--- src/rtl/ps2_pkg.sv ---
// ps2_pkg: shared definitions for the PS/2 scan-code receiver and its consumers.
//   - ps2_state_t and ST_* : receiver FSM state encoding
//   - KEY_0..KEY_9, ENTER, BACKSPACE, RELEASE : set-2 scan codes used by the
//     keypad/BPM input controllers
package ps2_pkg;

    typedef logic [1:0] ps2_state_t;

    localparam ps2_state_t ST_IDLE   = 2'd0;
    localparam ps2_state_t ST_DATA   = 2'd1;
    localparam ps2_state_t ST_PARITY = 2'd2;
    localparam ps2_state_t ST_STOP   = 2'd3;

    localparam logic [7:0] KEY_0     = 8'h45;
    localparam logic [7:0] KEY_1     = 8'h16;
    localparam logic [7:0] KEY_2     = 8'h1E;
    localparam logic [7:0] KEY_3     = 8'h26;
    localparam logic [7:0] KEY_4     = 8'h25;
    localparam logic [7:0] KEY_5     = 8'h2E;
    localparam logic [7:0] KEY_6     = 8'h36;
    localparam logic [7:0] KEY_7     = 8'h3D;
    localparam logic [7:0] KEY_8     = 8'h3E;
    localparam logic [7:0] KEY_9     = 8'h46;
    localparam logic [7:0] ENTER     = 8'h5A;
    localparam logic [7:0] BACKSPACE = 8'h66;
    localparam logic [7:0] RELEASE   = 8'hF0;

endpackage

--- src/rtl/ps2_clk_filter.sv ---
// ps2_clk_filter: PS/2 line front end.
// Synchronizes PS2_CLK and PS2_DAT, debounces the clock and emits a one-cycle
// pulse when the filtered clock falls.
// Ports:
//   Clock, nReset  : system clock, asynchronous active-low reset
//   PS2_CLK        : raw keyboard clock (asynchronous)
//   PS2_DAT        : raw keyboard data (asynchronous)
//   fall           : one-cycle pulse on a filtered 1->0 clock transition
//   dat_sync       : synchronized keyboard data
module ps2_clk_filter
    import ps2_pkg::*;
#(
    parameter int unsigned SYNC_STAGES = 2,
    parameter int unsigned FILTER_LEN  = 8
) (
    input  logic Clock,
    input  logic nReset,
    input  logic PS2_CLK,
    input  logic PS2_DAT,
    output logic fall,
    output logic dat_sync
);

    localparam int unsigned CntW = $clog2(FILTER_LEN + 1);

    logic [SYNC_STAGES-1:0] clk_sync_q;
    logic [SYNC_STAGES-1:0] dat_sync_q;
    logic                   filt_q, filt_d;
    logic [CntW-1:0]        cnt_q, cnt_d;
    logic                   fall_q, fall_d;
    logic                   clk_s;

    assign clk_s = clk_sync_q[SYNC_STAGES-1];

    // cnt counts consecutive synced samples that disagree with the filtered
    // level; any agreeing sample restarts the count, so short glitches vanish.
    always_comb begin
        filt_d = filt_q;
        cnt_d  = '0;
        fall_d = 1'b0;
        if (clk_s != filt_q) begin
            if (cnt_q == CntW'(FILTER_LEN - 1)) begin
                filt_d = clk_s;
                fall_d = filt_q;
            end else begin
                cnt_d = cnt_q + CntW'(1);
            end
        end
    end

    // Idle-high reset values keep the line from looking like a falling edge.
    always_ff @(posedge Clock or negedge nReset) begin
        if (!nReset) begin
            clk_sync_q <= '1;
            dat_sync_q <= '1;
            filt_q     <= 1'b1;
            cnt_q      <= '0;
            fall_q     <= 1'b0;
        end else begin
            clk_sync_q <= {clk_sync_q[SYNC_STAGES-2:0], PS2_CLK};
            dat_sync_q <= {dat_sync_q[SYNC_STAGES-2:0], PS2_DAT};
            filt_q     <= filt_d;
            cnt_q      <= cnt_d;
            fall_q     <= fall_d;
        end
    end

    assign fall     = fall_q;
    assign dat_sync = dat_sync_q[SYNC_STAGES-1];

endmodule

--- src/rtl/ps2_scancode_rx.sv ---
// ps2_scancode_rx: PS/2 keyboard receiver producing validated scan-code bytes.
// Frame: start(0), D0..D7 LSB first, odd parity, stop(1). No make/break decoding.
// Ports:
//   Clock, nReset  : system clock (50 MHz nominal), asynchronous active-low reset
//   PS2_CLK        : raw keyboard clock, idle high
//   PS2_DAT        : raw keyboard data, idle high
//   data           : last valid scan-code byte, held until the next one
//   data_en        : one-cycle strobe, data valid in the same cycle
//   frame_err      : one-cycle strobe on a rejected (or timed-out) frame
// Build option: define PS2_RX_TIMEOUT_EN to abort partial frames after
// TIMEOUT_CYCLES clocks without a PS/2 falling edge.
module ps2_scancode_rx
    import ps2_pkg::*;
#(
    parameter int unsigned SYNC_STAGES    = 2,
    parameter int unsigned FILTER_LEN     = 8,
    parameter int unsigned TIMEOUT_CYCLES = 50000
) (
    input  logic       Clock,
    input  logic       nReset,
    input  logic       PS2_CLK,
    input  logic       PS2_DAT,
    output logic [7:0] data,
    output logic       data_en,
    output logic       frame_err
);

    logic       fall;
    logic       dat_sync;
    logic       timeout;

    ps2_state_t state_q, state_d;
    logic [2:0] bit_cnt_q, bit_cnt_d;
    logic [7:0] shift_q, shift_d;
    logic       parity_q, parity_d;
    logic [7:0] data_q, data_d;
    logic       data_en_q, data_en_d;
    logic       frame_err_q, frame_err_d;
    logic       frame_ok;

    ps2_clk_filter #(
        .SYNC_STAGES (SYNC_STAGES),
        .FILTER_LEN  (FILTER_LEN)
    ) u_clk_filter (
        .Clock    (Clock),
        .nReset   (nReset),
        .PS2_CLK  (PS2_CLK),
        .PS2_DAT  (PS2_DAT),
        .fall     (fall),
        .dat_sync (dat_sync)
    );

`ifdef PS2_RX_TIMEOUT_EN
    localparam int unsigned WdogW = $clog2(TIMEOUT_CYCLES + 1);

    logic [WdogW-1:0] wdog_q, wdog_d;

    // wdog_q holds the number of fall-free cycles already elapsed; the cycle
    // that would complete TIMEOUT_CYCLES of them fires the abort.
    always_comb begin
        wdog_d  = wdog_q;
        timeout = 1'b0;
        if (state_q == ST_IDLE || fall) begin
            wdog_d = '0;
        end else if (wdog_q == WdogW'(TIMEOUT_CYCLES - 1)) begin
            wdog_d  = '0;
            timeout = 1'b1;
        end else begin
            wdog_d = wdog_q + WdogW'(1);
        end
    end

    always_ff @(posedge Clock or negedge nReset) begin
        if (!nReset) begin
            wdog_q <= '0;
        end else begin
            wdog_q <= wdog_d;
        end
    end
`else
    assign timeout = 1'b0;
`endif

    // Odd parity: data bits plus parity bit must contain an odd number of ones.
    assign frame_ok = (^{shift_q, parity_q}) & dat_sync;

    always_comb begin
        state_d     = state_q;
        bit_cnt_d   = bit_cnt_q;
        shift_d     = shift_q;
        parity_d    = parity_q;
        data_d      = data_q;
        data_en_d   = 1'b0;
        frame_err_d = 1'b0;
        // timeout only fires in a cycle without fall, so it never collides
        // with the stop-bit verdict.
        if (timeout) begin
            state_d     = ST_IDLE;
            bit_cnt_d   = 3'd0;
            frame_err_d = 1'b1;
        end else if (fall) begin
            case (state_q)
                ST_IDLE: begin
                    if (!dat_sync) begin
                        state_d   = ST_DATA;
                        bit_cnt_d = 3'd0;
                    end
                end
                ST_DATA: begin
                    shift_d = {dat_sync, shift_q[7:1]};
                    if (bit_cnt_q == 3'd7) begin
                        state_d = ST_PARITY;
                    end else begin
                        bit_cnt_d = bit_cnt_q + 3'd1;
                    end
                end
                ST_PARITY: begin
                    parity_d = dat_sync;
                    state_d  = ST_STOP;
                end
                ST_STOP: begin
                    if (frame_ok) begin
                        data_d    = shift_q;
                        data_en_d = 1'b1;
                    end else begin
                        frame_err_d = 1'b1;
                    end
                    state_d   = ST_IDLE;
                    bit_cnt_d = 3'd0;
                end
                default: begin
                    state_d   = ST_IDLE;
                    bit_cnt_d = 3'd0;
                end
            endcase
        end
    end

    always_ff @(posedge Clock or negedge nReset) begin
        if (!nReset) begin
            state_q     <= ST_IDLE;
            bit_cnt_q   <= 3'd0;
            shift_q     <= 8'h00;
            parity_q    <= 1'b0;
            data_q      <= 8'h00;
            data_en_q   <= 1'b0;
            frame_err_q <= 1'b0;
        end else begin
            state_q     <= state_d;
            bit_cnt_q   <= bit_cnt_d;
            shift_q     <= shift_d;
            parity_q    <= parity_d;
            data_q      <= data_d;
            data_en_q   <= data_en_d;
            frame_err_q <= frame_err_d;
        end
    end

    assign data      = data_q;
    assign data_en   = data_en_q;
    assign frame_err = frame_err_q;

endmodule

--- config.mk ---
export PLATFORM = sky130hd
export DESIGN_NAME = ps2_scancode_rx
export DESIGN_NICKNAME = d
export VERILOG_FILES = /design/src/rtl/ps2_pkg.sv /design/src/rtl/ps2_clk_filter.sv /design/src/rtl/ps2_scancode_rx.sv
export SDC_FILE = /design/constraint.sdc
export NUM_CORES = 1
export LEC_CHECK = 0
export BUFFER_PORTS_ARGS = -buffer_cell sky130_fd_sc_hd__buf_2
export CORE_UTILIZATION = 57
export DETAILED_ROUTE_END_ITERATION = 16
export PLACE_DENSITY = 0.79
export SLEW_MARGIN = 15
export SYNTH_ARGS = -nofsm -noshare
export SYNTH_HDL_FRONTEND = slang
export SYNTH_SLANG_ARGS = --single-unit
--- constraint.sdc ---
create_clock -name Clock -period 2.5 [get_ports Clock]
set_clock_uncertainty 0.05 [all_clocks]
set_input_delay 0.5 -clock Clock [delete_from_list [all_inputs] [get_ports Clock]]
set_output_delay 0.5 -clock Clock [all_outputs]
set_load 0.03 [all_outputs]
* Word level (Yosys, flattened, before mapping)
Index checks and enable logic that the tools add are counted.
** Cells by class
- $add $sub $neg :: 2
- Multiply operators :: 0
- Div/mod/pow operators :: 0
- Order comparisons :: 0
- Eq/ne operators :: 9
- Shift operators :: 0
- Mux-type cells :: 16
- Bitwise operators :: 1
- Reduce and logical (&&, ||, !) cells :: 9
** Operators with widths (number)
- one-hot mux 3 bit (3 select lines) :: 1
- parity 9 bit :: 1
- 2-to-1 mux 1 bit :: 8
- 2-to-1 mux 4 bit :: 2
- one-hot mux 2 bit (4 select lines) :: 1
- 2-to-1 mux 3 bit :: 2
- inequality test 2 bit (second input constant) :: 3
- AND reduction 2 bit :: 3
- AND reduction 3 bit :: 2
- adder 4 x 1 -> 4 bit (second input constant) :: 1
- equality test 2 bit (second input constant) :: 2
- equality test 4 x 3 -> 1 bit (second input constant) :: 1
- 2-to-1 mux 2 bit :: 2
- AND reduction 4 bit :: 1
- adder 3 x 1 -> 3 bit (second input constant) :: 1
- equality test 3 bit (second input constant) :: 1
- nonzero test 3 bit :: 1
- equality test 2 x 1 -> 1 bit (second input constant) :: 1
- logical NOT 2 bit :: 1
- AND 1 bit :: 1
- inequality test 1 bit :: 1
** Storage, ports and cells
- Flip-flop bits (word level) :: 34
- Bits in latches :: 0
- Memory bits (writable) :: 0
- Bits in read-only memories :: 0
- Bits of input ports :: 4
- Output and inout port bits :: 10
- Logic and storage cells :: 49
- Memories :: 0

* Logic depth before layout (Yosys ltp)
- Depth in word-level cells :: 5
- Mapped depth :: 6
- Gate-level depth less buffers :: 6

* By module
From an unflattened synthesis, not the netlist that was laid out.
** Unflattened totals
- Cell total of the unflattened synthesis :: 105
- Area total of the unflattened synthesis :: 1493.9 sq um
** Modules (own cells, without submodules)
- ps2_scancode_rx :: times used 1, cells each 82, area an instance 1129.8 sq um, seq. area each 600.6 sq um
- ps2_clk_filter :: times used 1, cells each 23, area an instance 364.1 sq um, seq. area each 256.5 sq um

* Worst setup path before layout
OpenSTA, ideal clock, no wires.
- Path kind :: register to register
- From :: register shift_q[1]
- To :: register data_q[0], in the netlist data[0]
- Library setup time :: 125 ps
- Arrival time :: 1683 ps
- Data required time :: 2325 ps
- Slack :: 642 ps
- Cell stages (with the launch flop) :: 5
- Buffers on the path :: 0
- Period minus slack after synthesis :: 1858 ps
- Path through :: dfrtp_1 -> xor2_1 -> xnor3_2 -> mux2i_4 -> mux2_2
** Between the ends
- Longest elaborated chain between the ends :: 3
** Ends and longest elaborated chain
- start: declaration :: line ps2_scancode_rx.sv:34 : logic [7:0] shift_q, shift_d;
- start signal: assignment :: line ps2_scancode_rx.sv:151 : shift_q <= shift_d;
- parity 9 bit :: line ps2_scancode_rx.sv:85 : assign frame_ok = (^{shift_q, parity_q}) & dat_sync;
- AND 1 bit :: line ps2_scancode_rx.sv:85
- AND reduction 3 bit (no source line)
- end signal: assignment :: line ps2_scancode_rx.sv:153 : data_q <= data_d;
- end: declaration :: line ps2_scancode_rx.sv:36 : logic [7:0] data_q, data_d;
Every way passes these cells.
A chain may end at the register's enable or synchronous reset.

* Worst setup path after layout
Same ends and word-level chain as after synthesis.

==> metrics.yaml <==
status:
  status: "finished, final reports clean"
die:
  die_y_um: 52.87
  dieWidth_um: 52.87
  core_area_um2: 2455
  core.rowCount: 18
  start_util: 0.6009
  die_area_um2: 2795
  num_io_pins: 14
finish:
  final_common_cell: "dfrtp_1"
  area_delta_synth_final_pct: 11.03
  drive_above_1_share: 0.3516
  antenna_cells: 0
  layout_common_cells: "dfrtp_1 (29), mux2_2 (18), buf_2 (13)"
  fin_nets: 140
sta:
  slew_headroom: 0.5243
  rsz0062_at_grt: "no"
  drv_slew: 0
  worstMarginPinSlew_ps: 713.5
  hold_viol: 0
  finalCriticalPeriod_ps: 2005
  setup_violations: 0
  timing.final.crit_share: 0.8021
  fin_setup_tns_ps: 0
  fmax_ghz: 0.4987
routing:
  vias: 809
  drt_wl_total_um: 2037
  viasPerCell: 5.120
  ant_nets: 0
  drt_iter0_markers: 4
  route.detailed.drc: 0
  wl_per_cell_um: 12.89
  dr.pass1.iters: 2
pwr:
  p_seq_frac: 0.619
  pwr-share-clk: 0.310
  p_leak_nw: 0.8521
  p_total_mw: 0.9836
  pwr-share-comb: 0.071
  p_sw_mw: 0.2268
  power_switching_share: 0.2306
  ir_worst_vdd_mv: 0.4178
  p_int_mw: 0.7567
  p_per_area_nw_per_um2: 600.5
yosys:
  synth_top_family_by_area: "multiplexers"
  synthXorXnorAreaFrac: 0.06785
  synth_fa_ha_area_frac: 0.07634
  syn_nets: 120
  yosys_warnings: 0
  synth_compound_area_frac: 0.03902
  synth_top_area_cell: "dfrtp_1"
  syn-instance-count: 107
  synthTopCellsByArea: "dfrtp_1 (49%), mux2_2 (14%), dfstp_2 (8.9%)"
  ys_seq_area_frac: 0.5810
  synth_area_um2: 1475
  synth_top_cell_area_share: 0.4919
  synthMuxAreaShare: 0.1527
  ys_types: 21
  synth_seq_cells: 34
  synthSimpleGateAreaFrac: 0.07040
  synth_area_per_cell_um2: 13.79
grt:
  antenna_found_initial: 0
  overflow: 0
  grt_max_degree: 35
  grt_pass1_wl_um: 3512
  grt_usage: 0.1896
  grt_pass1_vias: 799
clocking:
  cts_tree: "done"
  htree_levels: 2
  post_cts_resized: 0
  cts.path.max_buffers: 2
  clk_pin_slew_ps: 90
  hold_buffers: 0
  cts_buffers: 5
  cts_setup_buffers: 0
  root_buffer: "clkbuf_4"
  cts_sinks: 34
  clock_latency_ps: 330
placement:
  place.gp.congestion: 0.6572
  hpwl_um: 1508
  numPortBuffers: 13
worst_setup_path:
  cp.required_ps: 2670
  arrival_ps: 2180
  max_stage_delay_ps: 450
  crit_path_top_delay_cell: "xnor3_2"
  path_class: "reg -> reg"
  crit_chain: "xor2_1, xnor3_2, mux2i_4, mux2_2"
  end_kind: "register"
  critPathLaunchType: "register"
  crit_fanout: 9
job:
  drv_cap: 0
hold_path:
  hold_path_class: "in -> async"
-- layer usage --
metal / GRT usage / part of all wire / vias up
met5: 0 / 0 / -
met4: 0.1053 / 0.029 / 0
met3: 0.07759 / 0.044 / 6
met2: 0.3017 / 0.49 / 15
met1: 0.2144 / 0.43 / 388
li1: - / - / 400
-- power groups by stage --
| stage | Combinational, mW | Clock, mW | Sequential, mW |
|---|---|---|---|
| 6_report | 0.0699 | 0.305 | 0.608 |
| 5_1_grt | 0.0841 | 0.346 | 0.613 |
| 3_5_place_dp | 0.0715 | 0 | 0.619 |
| 2_1_floorplan | 0.0506 | 0 | 0.614 |
| 4_1_cts | 0.0726 | 0.325 | 0.608 |
| 3_3_place_gp | 0.0689 | 0 | 0.616 |
-- final cells by class --
| cell class | count | area, µm² |
|---|---|---|
| fillers | 204 | 817.0 |
| repair buffers | 13 | 65.06 |
| multi-input cells | 68 | 599.3 |
| clock inverters | 1 | 5.005 |
| flip-flops and latches | 34 | 857.1 |
| well taps | 30 | 37.54 |
| clock buffers | 7 | 55.05 |
| inverters | 5 | 18.77 |
-- kinds of logic after synthesis --
logic type               after synthesis
flip-flops                            34
AND/OR/NAND/NOR                       22
multiplexers                          19
AO/OA/AOI/OAI                         10
adder cells (fa/ha/maj)                9
XOR/XNOR                               8
buffers and inverters                  5
-- worst max-delay path, delay by kind of cell, from the launching register on --
kind / cells / cell delay [ps]
xor gates and xnor gates: 2 / 620
DFF: 1 / 420
muxes: 2 / 800
-- sequential cells by signal, summed over array words and instances (netlist names) --
register	flops
bit_cnt_q	3
data	8
data_en	1
frame_err	1
parity_q	1
shift_q	8
state_q	2
u_clk_filter.clk_sync_q	2
u_clk_filter.cnt_q	4
u_clk_filter.dat_sync_q	2
u_clk_filter.fall	1
u_clk_filter.filt_q	1
-- cell usage after synthesis (all sizes together) --
| master | n |
|---|---|
| ha | 9 |
| nand3b | 1 |
| o21ai | 5 |
| xor2 | 2 |
| nor2b | 2 |
| xnor3 | 1 |
| xor3 | 1 |
| mux2 | 18 |
| mux2i | 1 |
| a21boi | 1 |
| nor3b | 2 |
| inv | 5 |
| nand2 | 9 |
| xnor2 | 4 |
| a21oi | 3 |
| o211a | 1 |
| nor2 | 4 |
| nor3 | 2 |
| dfrtp | 29 |
| nand3 | 2 |
| dfstp | 5 |
-- per-stage QoR --
step	cells	instance area (µm²)	utilization	setup slack, ps	hold WS, ps
finish	158	1638	0.6672	494.8	159.2
global route	158	1638	0.6672	407.2	173.2
CTS	158	1638	0.6672	471.3	161.3
detailed placement	150	1578	0.6427	485.7	296.8
global placement	150	1578	0.6427	552.4	295.8
floorplan	107	1475	-	642.5	154.4
-- worst paths after layout --
kind / startpoint / to / slack (ps) / cells past startpoint
min in group Clock: PS2_CLK / u_clk_filter.clk_sync_q[0] / 210 / 1
hold reg to reg: u_clk_filter.dat_sync_q[0] / u_clk_filter.dat_sync_q[1] / 310 / 0
max in group asynchronous: nReset / data[6] / 1790 / 1
setup reg to reg: shift_q[1] / data[0] / 490 / 4
hold / removal: nReset / bit_cnt_q[1] / 160 / 1
setup / recovery: shift_q[1] / data[0] / 490 / 4
Note: power is estimated with default switching activity, not from simulation.
